==> src/rtl/regfile_pkg.sv <==
`default_nettype none
// ============================================================================
//  Module      : regfile_pkg
//  Description : Shared constants and types for the register-file write
//                front end (address/data widths, register count, the $0
//                address and the buffered write-entry record).
//  Revision    : 1.0 - initial release
// ============================================================================
package regfile_pkg;

    localparam int REG_ADDR_W = 5;
    localparam int DATA_W     = 32;
    localparam int NUM_REGS   = 32;

    localparam logic [REG_ADDR_W-1:0] REG_ZERO = 5'd0;

    // One pending register-file write: destination and value.
    typedef struct packed {
        logic [REG_ADDR_W-1:0] addr;
        logic [DATA_W-1:0]     data;
    } wr_entry_t;

endpackage : regfile_pkg
`default_nettype wire

==> src/rtl/regfile_write_fifo.sv <==
`default_nettype none
// ============================================================================
//  Module      : regfile_write_fifo
//  Description : DEPTH-entry synchronous FIFO of register-file write entries
//                for long-latency results. Head is presented combinationally.
//  Ports       : clk, reset (sync, active-high)
//                i_push/i_data  - enqueue an entry at the tail
//                i_pop          - drop the head entry
//                o_head         - current head entry
//                o_empty        - no entries held
//                o_count        - registered occupancy (0..DEPTH)
//  Revision    : 1.0 - initial release
// ============================================================================
module regfile_write_fifo
    import regfile_pkg::*;
#(
    parameter int DEPTH = 2
) (
    input  logic                     clk,
    input  logic                     reset,
    input  logic                     i_push,
    input  wr_entry_t                i_data,
    input  logic                     i_pop,
    output wr_entry_t                o_head,
    output logic                     o_empty,
    output logic [$clog2(DEPTH):0]   o_count
);

    localparam int PTR_W = $clog2(DEPTH);
    localparam int CNT_W = PTR_W + 1;

    wr_entry_t          mem_q [DEPTH];
    wr_entry_t          mem_d [DEPTH];
    logic [PTR_W-1:0]   wr_ptr_q, wr_ptr_d;
    logic [PTR_W-1:0]   rd_ptr_q, rd_ptr_d;
    logic [CNT_W-1:0]   count_q,  count_d;

    // DEPTH is a power of two, so the pointers wrap by natural overflow.
    always_comb begin
        mem_d    = mem_q;
        wr_ptr_d = wr_ptr_q;
        rd_ptr_d = rd_ptr_q;
        count_d  = count_q;
        if (i_push) begin
            mem_d[wr_ptr_q] = i_data;
            wr_ptr_d        = wr_ptr_q + 1'b1;
        end
        if (i_pop) begin
            rd_ptr_d = rd_ptr_q + 1'b1;
        end
        case ({i_push, i_pop})
            2'b10:   count_d = count_q + 1'b1;
            2'b01:   count_d = count_q - 1'b1;
            default: count_d = count_q;
        endcase
    end

    always_ff @(posedge clk) begin
        if (reset) begin
            wr_ptr_q <= '0;
            rd_ptr_q <= '0;
            count_q  <= '0;
        end else begin
            wr_ptr_q <= wr_ptr_d;
            rd_ptr_q <= rd_ptr_d;
            count_q  <= count_d;
        end
    end

    // Storage needs no reset: contents are only observed when count_q > 0.
    always_ff @(posedge clk) begin
        mem_q <= mem_d;
    end

    assign o_head  = mem_q[rd_ptr_q];
    assign o_empty = (count_q == '0);
    assign o_count = count_q;

endmodule : regfile_write_fifo
`default_nettype wire

==> src/rtl/regfile_write_arbiter.sv <==
`default_nettype none
// ============================================================================
//  Module      : regfile_write_arbiter
//  Description : Write-side front end of the 32x32 register file. Merges the
//                pipeline writeback (highest priority, never stalled) with
//                buffered long-latency results into one write port, and keeps
//                a pending-destination scoreboard for decode stalls.
//  Ports       : clk, reset (sync, active-high)
//                wb_write/wb_addr/wb_data      - pipeline writeback
//                issue_valid/issue_addr        - long-latency op issued
//                lr_valid/lr_ready/lr_addr/lr_data - result handshake
//                read1/read2 -> busy1/busy2    - scoreboard queries
//                write/write_address/write_Data - register-file write port
//  Config      : WRITE_BYPASS_EN - when defined, a result offered while the
//                port is idle and the buffer is empty is written in the same
//                cycle instead of being buffered.
//  Revision    : 1.0 - initial release
// ============================================================================
module regfile_write_arbiter
    import regfile_pkg::*;
#(
    parameter int DEPTH = 2
) (
    input  logic                  clk,
    input  logic                  reset,
    input  logic                  wb_write,
    input  logic [REG_ADDR_W-1:0] wb_addr,
    input  logic [DATA_W-1:0]     wb_data,
    input  logic                  issue_valid,
    input  logic [REG_ADDR_W-1:0] issue_addr,
    input  logic                  lr_valid,
    output logic                  lr_ready,
    input  logic [REG_ADDR_W-1:0] lr_addr,
    input  logic [DATA_W-1:0]     lr_data,
    input  logic [REG_ADDR_W-1:0] read1,
    input  logic [REG_ADDR_W-1:0] read2,
    output logic                  busy1,
    output logic                  busy2,
    output logic                  write,
    output logic [REG_ADDR_W-1:0] write_address,
    output logic [DATA_W-1:0]     write_Data
);

    localparam int CNT_W = $clog2(DEPTH) + 1;

    wr_entry_t          w_head;
    wr_entry_t          w_lr_entry;
    logic               w_empty;
    logic [CNT_W-1:0]   w_count;
    logic               w_accept;
    logic               w_bypass;
    logic               w_drain;
    logic               w_push;
    logic               w_lr_fire;
    logic               w_port_busy;
    logic [NUM_REGS-1:0] pending_q, pending_d;

    assign w_lr_entry = '{addr: lr_addr, data: lr_data};

    // Ready comes from the registered count only, so a full buffer cannot
    // accept on the same edge that it drains.
    assign lr_ready = (w_count != CNT_W'(DEPTH));
    assign w_accept = lr_valid && lr_ready;
    assign w_drain  = !wb_write && !w_empty;

`ifdef WRITE_BYPASS_EN
    assign w_bypass = !wb_write && w_empty && lr_valid;
`else
    assign w_bypass = 1'b0;
`endif

    assign w_push    = w_accept && !w_bypass;
    assign w_lr_fire = w_drain || w_bypass;

    regfile_write_fifo #(
        .DEPTH   (DEPTH)
    ) u_fifo (
        .clk     (clk),
        .reset   (reset),
        .i_push  (w_push),
        .i_data  (w_lr_entry),
        .i_pop   (w_drain),
        .o_head  (w_head),
        .o_empty (w_empty),
        .o_count (w_count)
    );

    // Port mux: writeback > buffered head > bypassed offer. Writes to $0
    // still occupy the slot (and pop the buffer) but never assert write.
    always_comb begin
        w_port_busy   = 1'b0;
        write_address = REG_ZERO;
        write_Data    = '0;
        if (wb_write) begin
            w_port_busy   = 1'b1;
            write_address = wb_addr;
            write_Data    = wb_data;
        end else if (w_drain) begin
            w_port_busy   = 1'b1;
            write_address = w_head.addr;
            write_Data    = w_head.data;
        end else if (w_bypass) begin
            w_port_busy   = 1'b1;
            write_address = lr_addr;
            write_Data    = lr_data;
        end
    end

    assign write = w_port_busy && (write_address != REG_ZERO);

    // Clear first, then set, so an issue to the same register wins.
    always_comb begin
        pending_d = pending_q;
        if (w_lr_fire) begin
            pending_d[write_address] = 1'b0;
        end
        if (issue_valid) begin
            pending_d[issue_addr] = 1'b1;
        end
        pending_d[REG_ZERO] = 1'b0;
    end

    always_ff @(posedge clk) begin
        if (reset) begin
            pending_q <= '0;
        end else begin
            pending_q <= pending_d;
        end
    end

    assign busy1 = pending_q[read1];
    assign busy2 = pending_q[read2];

endmodule : regfile_write_arbiter
`default_nettype wire

==> config.mk <==
export PLATFORM = sky130hd
export DESIGN_NAME = regfile_write_arbiter
export DESIGN_NICKNAME = d
export VERILOG_FILES = /design/src/rtl/regfile_pkg.sv /design/src/rtl/regfile_write_fifo.sv /design/src/rtl/regfile_write_arbiter.sv
export SDC_FILE = /design/constraint.sdc
export NUM_CORES = 1
export LEC_CHECK = 0
export BUFFER_PORTS_ARGS = -buffer_cell sky130_fd_sc_hd__buf_2
export CORE_ASPECT_RATIO = 0.9
export CORE_UTILIZATION = 48
export DETAILED_ROUTE_END_ITERATION = 8
export PLACE_DENSITY = 0.76
export SYNTH_ARGS = -nofsm -noshare
export SYNTH_HDL_FRONTEND = slang
export SYNTH_HIERARCHICAL = 1
export SYNTH_SLANG_ARGS = --single-unit
==> constraint.sdc <==
create_clock -name clk -period 2.9 [get_ports clk]
set_input_delay 0.145 -clock clk [delete_from_list [all_inputs] [get_ports clk]]
set_output_delay 0.145 -clock clk [all_outputs]
set_load 0.005 [all_outputs]
* Word level (Yosys, flattened, before mapping)
Cells that the tools add are included.
Widths: inputs -> output; s select.
** Storage, ports and cells
- Word-level logic and storage cells :: 64
- Bits of input ports :: 94
- Flip-flop bits (word level) :: 110
** Operators by class
- Bitwise gates (word level) :: 5
- Reductions and logical operators :: 11
- Equality and inequality tests :: 3
- Magnitude comparators :: 9
- Add/subtract/negate cells :: 4
- Muxes and demuxes :: 23
** Operator list (count)
- $mux 37 :: 4
- $mux 32 :: 4
- $bwmux 74 :: 1
- $demux 37 s1 :: 1
- $and 32x32->32 :: 1
- $not 32->32 :: 1
- $or 32x32->32 :: 1
- $lt 5x6->1 const B :: 4
- $bmux 1 s5 :: 2
- $demux 1 s5 :: 2
- $ge 5x1->1 const B :: 2
- $mux 5 :: 2
- $logic_and 1x1->1 :: 6
- $mux 1 :: 6
- $reduce_bool 5->1 :: 1
- $ge 2x2->1 const B :: 2
- $not 1->2 :: 2
- $pmux 2 s2 :: 1
- $add 1x1->1 const B :: 2
- $add 2x1->2 const B :: 1
- $eq 2x1->1 const B :: 1
- $eq 2x2->1 const B :: 1
- $logic_not 1->1 :: 2
- $logic_not 2->1 :: 1
- 4 further kinds :: 4

* Logic depth before layout (Yosys ltp)
Gate-level depths: netlist of the first run.
- Depth in word-level cells :: 15
- Mapped depth :: 7
- Mapped depth without buffers :: 7

* Modules after synthesis
Netlist of the first run, hierarchy kept.
** By module, submodules not included
- regfile_write_fifo :: area each 2836.5 um^2, instances 1, sequential area each 2302.2 um^2, cells an instance 134
- regfile_write_arbiter :: area each 2601.2 um^2, instances 1, sequential area each 620.6 um^2, cells an instance 365

* Least setup slack after synthesis of the first run
No wires, ideal clock.
- Kind :: register to register
- Start point :: reg u_fifo.count_q[0], in the netlist u_fifo/o_count[0]
- End point :: reg u_fifo/mem_q[37] (netlist bit) (enable)
- Library setup time :: 0.432 ns
- Arrival time :: 2.307 ns
- Buffers on the path :: 0
- Period minus slack after synthesis :: 2.739 ns
- Slack :: 0.161 ns
- Cell stages (with the launch flop) :: 5
- Cells stage by stage :: dfxtp_1 > nand2b_1 > and2_1 > inv_1 > nor2_1
** On the way
- Cells in the longest elaborated chain, start to end :: 2
** RTL lines
- start: declaration :: line regfile_write_fifo.sv:36 : logic [CNT_W-1:0] count_q, count_d;
- start signal: assignment :: line regfile_write_fifo.sv:66 : count_q <= count_d;
- $ne 2x2->1 :: line regfile_write_arbiter.sv:62 : assign lr_ready = (w_count != CNT_W'(DEPTH));
- named net lr_ready :: line regfile_write_arbiter.sv:32 : output logic lr_ready,
- $logic_and 1x1->1 :: line regfile_write_arbiter.sv:63 : assign w_accept = lr_valid && lr_ready;
- named net w_accept :: line regfile_write_arbiter.sv:50 : logic w_accept;
- end signal: assignment :: line regfile_write_fifo.sv:72 : mem_q <= mem_d;
- end: declaration :: line regfile_write_fifo.sv:32 : wr_entry_t mem_q [DEPTH];
The timed path passes the listed nets, and every way through them passes these cells.
A chain may end at the register's enable or synchronous reset.

==> flow_summary.toml, run 1 <==
[worst_setup_path]
crit_family = "simple AND/OR/NAND/NOR gates"
path_depth = 5
worstSetupStartpointType = "register"
cpMaxStageDelayCell = "dfxtp_2"
r2r-end = "pending_q[12]$_SDFF_PP0_"
reg2reg_setup_slack_ps = 590
required_ps = 2760
crit_chain = "mux2_2 -> nor3b_1 -> or2_4 -> or4_1 -> buf_2"
cp-end-kind = "output pin"
path_max_fanout = 18
rr_startpoint = "u_fifo/rd_ptr_q$_SDFFE_PP0P_"
critPathMaxStageDelay_ps = 590
cp_num_buf_inv = 1
critical_path_arrival_ps = 2490
r2r_cells = 5
crit_type = "register to output pin"

[route]
avgViaCountPerCell = 5.53
antenna_left = 0
drc = 0
drt_iter0_drc = 293
routed_wl_um = 13600
vias = 4512
routedWlPerCell_um = 16.7
drtPass1Iterations = 5

[synth]
synth-simple-area-share = 0.155
synth_fa_ha_area_frac = 0.00230
yosysWarnings = 6
synth.distinct_cells = 45
synth-seq-cells = 109
syn_nets = 594
synthMuxAreaShare = 0.135
synthArstFlopShare = 0
synth_compound_area_frac = 0.133
synth-seq-area-share = 0.538
synth_top_family_by_area = "simple AND/OR/NAND/NOR gates"
synth_flop_cell = "edfxtp_1"
synthCells = 499
synth_edf_count = 74
syn_area_mm2 = 0.00544
synth_xor_xnor_area_share = 0.00644
postSynthAreaPerCell_um2 = 10.9

[finish]
antenna_cells = 0
area.sequential_mm2 = 0.00292
layout_commonest_cell = "buf_2"
final_cell_mix = "buf_2, edfxtp_1, nand2_1, o21ai_0, nand2b_1"
multi_input_area_mm2 = 0.00236
num-fill-cells = 898
drive_gt1_frac = 0.309
nets = 754
stdcell_count = 816
area_delta_synth_final_pct = 26.6

[clocking]
cts_tree = "done"
clock_latency_ps = 350
cts_root_buf = "clkbuf_16"
cts.clk_slew.worst_paths_ps = 70
postCtsSetupBuffers = 0
cts_buffers = 9
clockBufferDepth = 2
htreeDepth = 3
cts_hold_repair.buffers = 35
cts.repair.resized = 0
cts.sinks = 109

[global_routing]
grt_max_degree = 47
grt_first_pass_wirelength_um = 21700
antenna_found_initial = 0
grtUsageTotal = 0.241
gr-total-overflow = 0
grt_pass1_vias = 4464

[min_path]
hold_class = "input pin to register"
min_from = "lr_data[7]"
hold_depth = 1
hold_path_end = "u_fifo/mem_q[7]$_DFFE_PP_"

[floorplan]
num_io_pins = 135
die_h_um = 103
chipWidth_um = 114
rows = 36
start_util = 0.497
core_area_mm2 = 0.0109
die_area_mm2 = 0.0118

[run]
drv_cap = 0

[timing]
setup_viol = 0
slew_headroom = 0.464
slew_viol_final = 0
finClkSkew_ps = 7.84
setup_tns_ps = 0
finalCritPeriodShare = 0.909
worst_pin_slew_ps = 802
rsz0062_at_grt = "no"
min_period_ps = 2640
fmax_ghz = 0.379
hold_violations = 0

[power]
pwr_density_cell_mw_per_mm2 = 653
p_leak_nw = 2.64
vdd_drop_max_mv = 0.441

[placed_design]
io_buffers = 134
dp_cells = 764
hpwl_um = 9610
place_congestion = 0.934

[outcome]
status = "finished, final reports clean"
==> per-layer routing <==
layer | share of wire | track usage
met1 | 0.41 | 0.285
met2 | 0.51 | 0.438
met3 | 0.060 | 0.0400
met4 | 0.026 | 0.103
met5 | 0 | 0
==> final cells by class <==
| class | count | share of cell area |
|---|---|---|
| Sequential cell | 109 | 0.425 |
| Multi-Input combinational cell | 355 | 0.343 |
| Timing Repair Buffer | 177 | 0.159 |
| Clock buffer | 10 | 0.0333 |
| Tap cell | 152 | 0.0276 |
| Clock inverter | 6 | 0.00872 |
| Inverter | 7 | 0.00382 |
==> worst max path at each step <==
stage	start	endpoint	slack, ps
2_1_floorplan	u_fifo/o_count[0]$_SDFFE_PP0P_	u_fifo/mem_q[37]$_DFFE_PP_	160
3_3_place_gp	u_fifo/rd_ptr_q$_SDFFE_PP0P_	write	640
3_5_place_dp	u_fifo/rd_ptr_q$_SDFFE_PP0P_	pending_q[12]$_SDFF_PP0_	610
4_1_cts	u_fifo/rd_ptr_q$_SDFFE_PP0P_	write	260
5_1_grt	u_fifo/rd_ptr_q$_SDFFE_PP0P_	write	150
6_report	u_fifo/rd_ptr_q$_SDFFE_PP0P_	write	260
==> where the power goes <==
group          switching (mW)  total [mW]  leakage (nW)  internal [mW]
Sequential             0.0952        1.98         0.976           1.89
Clock                   0.540        1.21         0.138          0.668
Combinational           0.709        1.31          1.53          0.599
==> metrics by stage <==
step,setup WS [ps],power [mW],hold slack [ps],cell area (um^2),util
floorplan,161,2.83,214,5440,-
global placement,643,3.23,334,6240,0.570
detailed placement,610,3.27,337,6240,0.570
CTS,257,4.50,2.28,6880,0.628
global route,149,4.71,5.24,6890,0.629
finish,263,4.50,5.90,6890,0.629
==> synth_stat cells, drive strengths merged, types with 6 or more instances <==
library cell	count	area, um^2
clkbuf	8	30.0
o21ai	64	320
mux2	37	417
nor2	15	58.8
mux4	6	135
inv	7	26.3
dfxtp	35	701
buf	20	110
nand2	66	248
mux2i	18	180
nand3	9	45.0
nor3b	6	45.0
a21oi	35	175
nand2b	38	238
edfxtp	74	2220
==> cell families (layout without fill, tap and decap cells) <==
family          after synthesis  in the layout
flops                       109            109
buf+inv                      35            200
xor+xnor                      4              4
fa+ha+maj                     1              1
compound gates              128            128
mux                          61             61
simple gates                161            161
==> sequential cells by signal, indices dropped and copies added (netlist names) <==
signal	count
u_fifo/o_count	2
u_fifo/rd_ptr_q	1
u_fifo/mem_q	74
pending_q	31
u_fifo/wr_ptr_q	1
(Power assumes the default switching activity.)
==> run 2, diff against run 1 <==
Settings changed: CORE_ASPECT_RATIO 0.9 to default, GPL_ROUTABILITY_DRIVEN from default to 0, SYNTH_HIERARCHICAL 1 to default.
==> run 2 against run 1 <==
Sequential power shrank 10%. Synthesized cell count shrank 8.8%. Sequential share of layout area grew 1.8 points. Die area shrank 2.4%. First-iteration DRC count grew 8.5%. Via count shrank 2.9%. Cell count shrank 7.1%. Final area shrank 4.2%. Fmax grew 1.0%. Wire length shrank 7.2%. Critical endpoint unchanged.
==> flow_summary.toml, run 2 <==
[worst_setup_path]
rr_startpoint = "u_fifo.rd_ptr_q$_SDFFE_PP0P_"
cp-end-kind = "output pin"
critical_path_arrival_ps = 2470
path_max_fanout = 18
cp-startpoint = "u_fifo.rd_ptr_q$_SDFFE_PP0P_"
required_ps = 2760
crit_type = "register to output pin"
worstSetupStartpointType = "register"

[global_routing]
grtUsageTotal = 0.227
grt_max_degree = 38
grt_pass1_vias = 4085
grt_first_pass_wirelength_um = 20000
antenna_found_initial = 1
gr-total-overflow = 0

[route]
routed_wl_um = 12700
drtPass1Iterations = 5
vias = 4379
drt_iter0_drc = 318
drc = 0
avgViaCountPerCell = 5.78
routedWlPerCell_um = 16.7
antenna_left = 0

[floorplan]
start_util = 0.492
num_io_pins = 135
die_area_mm2 = 0.0115
core_area_mm2 = 0.0108
rows = 38
die_h_um = 107
chipWidth_um = 107

[synth]
syn_area_mm2 = 0.00531
synth_top_cell_by_area = "edfxtp_1"
synth_most_common_cell = "edfxtp_1"
synthTopCellsByArea = "edfxtp_1, dfxtp_1, mux2i_1"
yosysWarnings = 0
synth_edf_count = 74
synth.distinct_cells = 52
syn_nets = 549
yosysTopAreaCellShare = 0.419
synth-seq-cells = 109
synthArstFlopShare = 0
synthCells = 455
postSynthAreaPerCell_um2 = 11.7
synth-seq-area-share = 0.551
yosys-top-cells-count = "edfxtp_1, nand2_1, o21ai_0"
synth_flop_cell = "edfxtp_1"

[power]
pwr_density_cell_mw_per_mm2 = 472
p_leak_nw = 2.52
total_power_mw = 3.12
vdd_drop_max_mv = 0.359

[timing]
fmax_ghz = 0.383
finalWorstSetupSlack_ps = 289
worst_pin_slew_ps = 886
whs_ps = 135
hold_violations = 0
setup_viol = 0
slew_headroom = 0.409
min_period_ps = 2610
rsz0062_at_grt = "no"
finalCritPeriodShare = 0.900
slew_viol_final = 0
setup_tns_ps = 0
finClkSkew_ps = 11.0

[finish]
final_cell_mix = "buf_2, edfxtp_1, nand2_1, o21ai_0"
multi_input_area_mm2 = 0.00221
area_delta_synth_final_pct = 24.3
num-fill-cells = 825
nets = 706
drive_gt1_frac = 0.277
largest_reg_flops = 74
largest-register = "u_fifo.mem_q"
area.sequential_mm2 = 0.00292
layout_commonest_cell = "buf_2"

[clocking]
cts_buffers = 9
clock_latency_ps = 370
postCtsSetupBuffers = 0
cts.clk_slew.worst_paths_ps = 110
clockBufferDepth = 2
cts_tree = "done"
htreeDepth = 3
cts.sinks = 109
cts_root_buf = "clkbuf_8"
cts.repair.resized = 0

[min_path]
hold_class = "input pin to register"
min_from = "issue_addr[0]"

[placed_design]
io_buffers = 134
dp_slack_ps = 714
hpwl_um = 8830

[outcome]
status = "finished, final reports clean"

[run]
drv_cap = 0
[run 2: cells by family (layout without fill, tap and decap cells)]
group,Yosys count,in the layout,synth area share
AOI/OAI and AO/OA,118,118,0.140
xor gates and xnor gates,2,2,0.00330
buffers and inverters,38,200,0.0354
DFF,109,109,0.551
muxes,54,54,0.144
other,0,1,0
and+or+nand+nor,134,134,0.127
[run 2: worst paths after layout]
| path | cells past startpoint | endpoint | slack (ps) |
|---|---|---|---|
| max reg2reg | 4 | pending_q[4]$_SDFF_PP0_ | 750 |
| max | 5 | write | 290 |
| min reg2reg | 2 | pending_q[12]$_SDFF_PP0_ | 490 |
| min | 3 | pending_q[27]$_SDFF_PP0_ | 140 |
[run 2: report_power, final]
part / switching [mW] / leakage, nW / internal, mW
combinational: 0.271 / 1.46 / 0.216
sequential: 0.0363 / 0.977 / 1.75
clock: 0.520 / 0.0868 / 0.325
[run 2: through the flow]
| stage | cell area, um^2 | std cells | util |
|---|---|---|---|
| after floorplan | 5310 | 455 | - |
| after global placement | 6050 | 704 | 0.560 |
| after detailed placement | 6050 | 704 | 0.560 |
| after CTS | 6600 | 757 | 0.611 |
| after global routing | 6600 | 758 | 0.611 |
| final | 6600 | 758 | 0.611 |
[run 2: routing by layer]
metal	vias to the layer above	track usage	wire, um
met2	207	0.385	6370
li1	2061	-	-
met3	19	0.0328	921
met5	-	0	0
met4	0	0.0988	249
met1	2092	0.290	5110
[run 2: repair_timing]
item | CTS | global route
hold buffers | 37 | 0
setup endpoints to repair | 0 | 0
hold endpoints to repair | 74 | 0
[run 2: final cells by class]
| type | count | area share |
|---|---|---|
| multi-input combinational | 308 | 0.334 |
| tap | 140 | 0.0265 |
| timing repair buffer | 177 | 0.165 |
| clock inverter | 5 | 0.00721 |
| clock buffer | 11 | 0.0199 |
| sequential | 109 | 0.443 |
| inverter | 7 | 0.00398 |
| antenna | 1 | 0.000379 |
[run 2: critical path, stage by stage, from the launching register on]
cell and delay (ps):
dfxtp_2 580, mux2_2 420, and2_1 230, nor3_2 560
nand3_1 140, buf_2 170
==> run 3, diff against run 2 <==
Settings changed: CORE_UTILIZATION 48 to 40, PLACE_DENSITY 0.76 to default, SYNTH_HIERARCHICAL from default to 1.
Clock period 2.9 ns to 2.85 ns, I/O delays scaled along.
==> run 3 against run 2 <==
Wire length is 3.5% higher. Via count is 1.7% higher. Sequential cell count stayed put. Combinational power rose to 2.7 times the previous value. Sequential share of layout area fell by 2.1 points. Register-to-register slack got worse by 120 ps.
==> flow_summary.toml, run 3 (same netlist as run 1, synthesis figures left out) <==
[finish]
largest_reg_flops = 74
largest-register = "u_fifo/mem_q"
drive_gt1_frac = 0.311
layout_commonest_cell = "buf_2"
final_cell_mix = "buf_2, edfxtp_1, nand2_1, o21ai_0, nand2b_1"
num-fill-cells = 1208
area_delta_synth_final_pct = 27.5
nets = 755
area.sequential_mm2 = 0.00292
fin_area_mm2 = 0.00693
stdcell_count = 841
antenna_cells = 0
multi_input_area_mm2 = 0.00236

[timing]
hold_violations = 0
slew_viol_final = 0
finalCritPeriodShare = 0.931
worst_pin_slew_ps = 881
setup_tns_ps = 0
fmax_ghz = 0.377
rsz0062_at_grt = "no"
min_period_ps = 2650
setup_viol = 0
finClkSkew_ps = 8.07
slew_headroom = 0.412

[clocking]
cts_root_buf = "clkbuf_16"
cts_buffers = 9
clock_latency_ps = 350
clockBufferDepth = 2
cts.sinks = 109
cts.clk_slew.worst_paths_ps = 70
cts.repair.resized = 0
cts_tree = "done"
htreeDepth = 3

[global_routing]
gr-total-overflow = 0
antenna_found_initial = 0
grtUsageTotal = 0.194
grt_pass1_vias = 4304
grt_first_pass_wirelength_um = 21400
grt_max_degree = 46

[min_path]
hold_class = "input pin to register"

[placed_design]
hpwl_um = 9210
dp_cells = 788
place_area_mm2 = 0.00625
io_buffers = 134

[route]
vias = 4454
dr_wl_met2_um = 6180
drt_iter0_drc = 274
wl_met1_um = 5870
routed.top_layer = "met4"
wl_met3_um = 704
antenna_left = 0
avgViaCountPerCell = 5.30
drc = 0
routed_wl_um = 13100
routedWlPerCell_um = 15.6
drtPass1Iterations = 5

[worst_setup_path]
cp-end-kind = "output pin"
required_ps = 2710
critical_path_arrival_ps = 2510
path_max_fanout = 24
reg2reg_setup_slack_ps = 630
crit_type = "register to output pin"
worstSetupStartpointType = "register"

[power]
p_comb_frac = 0.284
p_seq_frac = 0.436
pwr_density_cell_mw_per_mm2 = 663
p_leak_nw = 2.65
total_power_mw = 4.60
p_clk_frac = 0.280
internal_power_mw = 3.22
p_switching_mw = 1.38
vdd_drop_max_mv = 0.339
swShare = 0.301

[floorplan]
core_area_mm2 = 0.0132
rows = 42
chipWidth_um = 119
die_h_um = 119
die_area_mm2 = 0.0141
start_util = 0.411
num_io_pins = 135

[run]
drv_cap = 0

[outcome]
status = "finished, final reports clean"
## run 3: stage by stage
step | setup WS (ps) | util | hold WS, ps
2_1_floorplan | 111 | - | 212
3_5_place_dp | 580 | 0.472 | 335
3_3_place_gp | 654 | 0.472 | 332
4_1_cts | 186 | 0.523 | 19.3
5_1_grt | 41.1 | 0.523 | 47.7
6_report | 197 | 0.523 | 32.1
## run 3: final timing paths
kind | start | end | depth (start not counted)
max reg2reg | u_fifo/rd_ptr_q$_SDFFE_PP0P_ | pending_q[20]$_SDFF_PP0_ | 5
min | issue_addr[0] | pending_q[2]$_SDFF_PP0_ | 2
max | u_fifo/o_count[1]$_SDFFE_PP0P_ | write | 5
min reg2reg | pending_q[26]$_SDFF_PP0_ | pending_q[26]$_SDFF_PP0_ | 2
## run 3: routing by layer
metal	up-vias	GRT usage
li1	2150	-
met1	2106	0.249
met2	171	0.323
met3	27	0.0294
met4	0	0.0910
met5	-	0
## run 3: layout make-up
cell class	count	share of cell area
tap	176	0.0318
sequential	109	0.422
clock buffer	10	0.0330
timing repair buffer	178	0.158
multi-input combinational	355	0.340
inverter	7	0.00379
clock inverter	6	0.0112
## run 3: critical path: stages, from the launching register on
cell and delay [ps]:
dfxtp_1 340, nor2_2 700, nor3b_1 190, or2_4 300, or4_1 490, buf_2 150
## run 3: power by group through the flow
| stage | sequential [mW] | combinational, mW | clock, mW |
|---|---|---|---|
| after detailed placement | 2.04 | 1.27 | 0 |
| after global placement | 2.03 | 1.25 | 0 |
| final | 2.00 | 1.31 | 1.29 |
| after global routing | 2.03 | 1.45 | 1.39 |
| after CTS | 2.01 | 1.32 | 1.33 |
| after floorplan | 2.00 | 0.877 | 0 |
## run 3: what timing repair did
item / CTS / global route
buffers inserted: 0 / 0
endpoints found under the hold margin: 74 / 0
hold buffers: 37 / 0
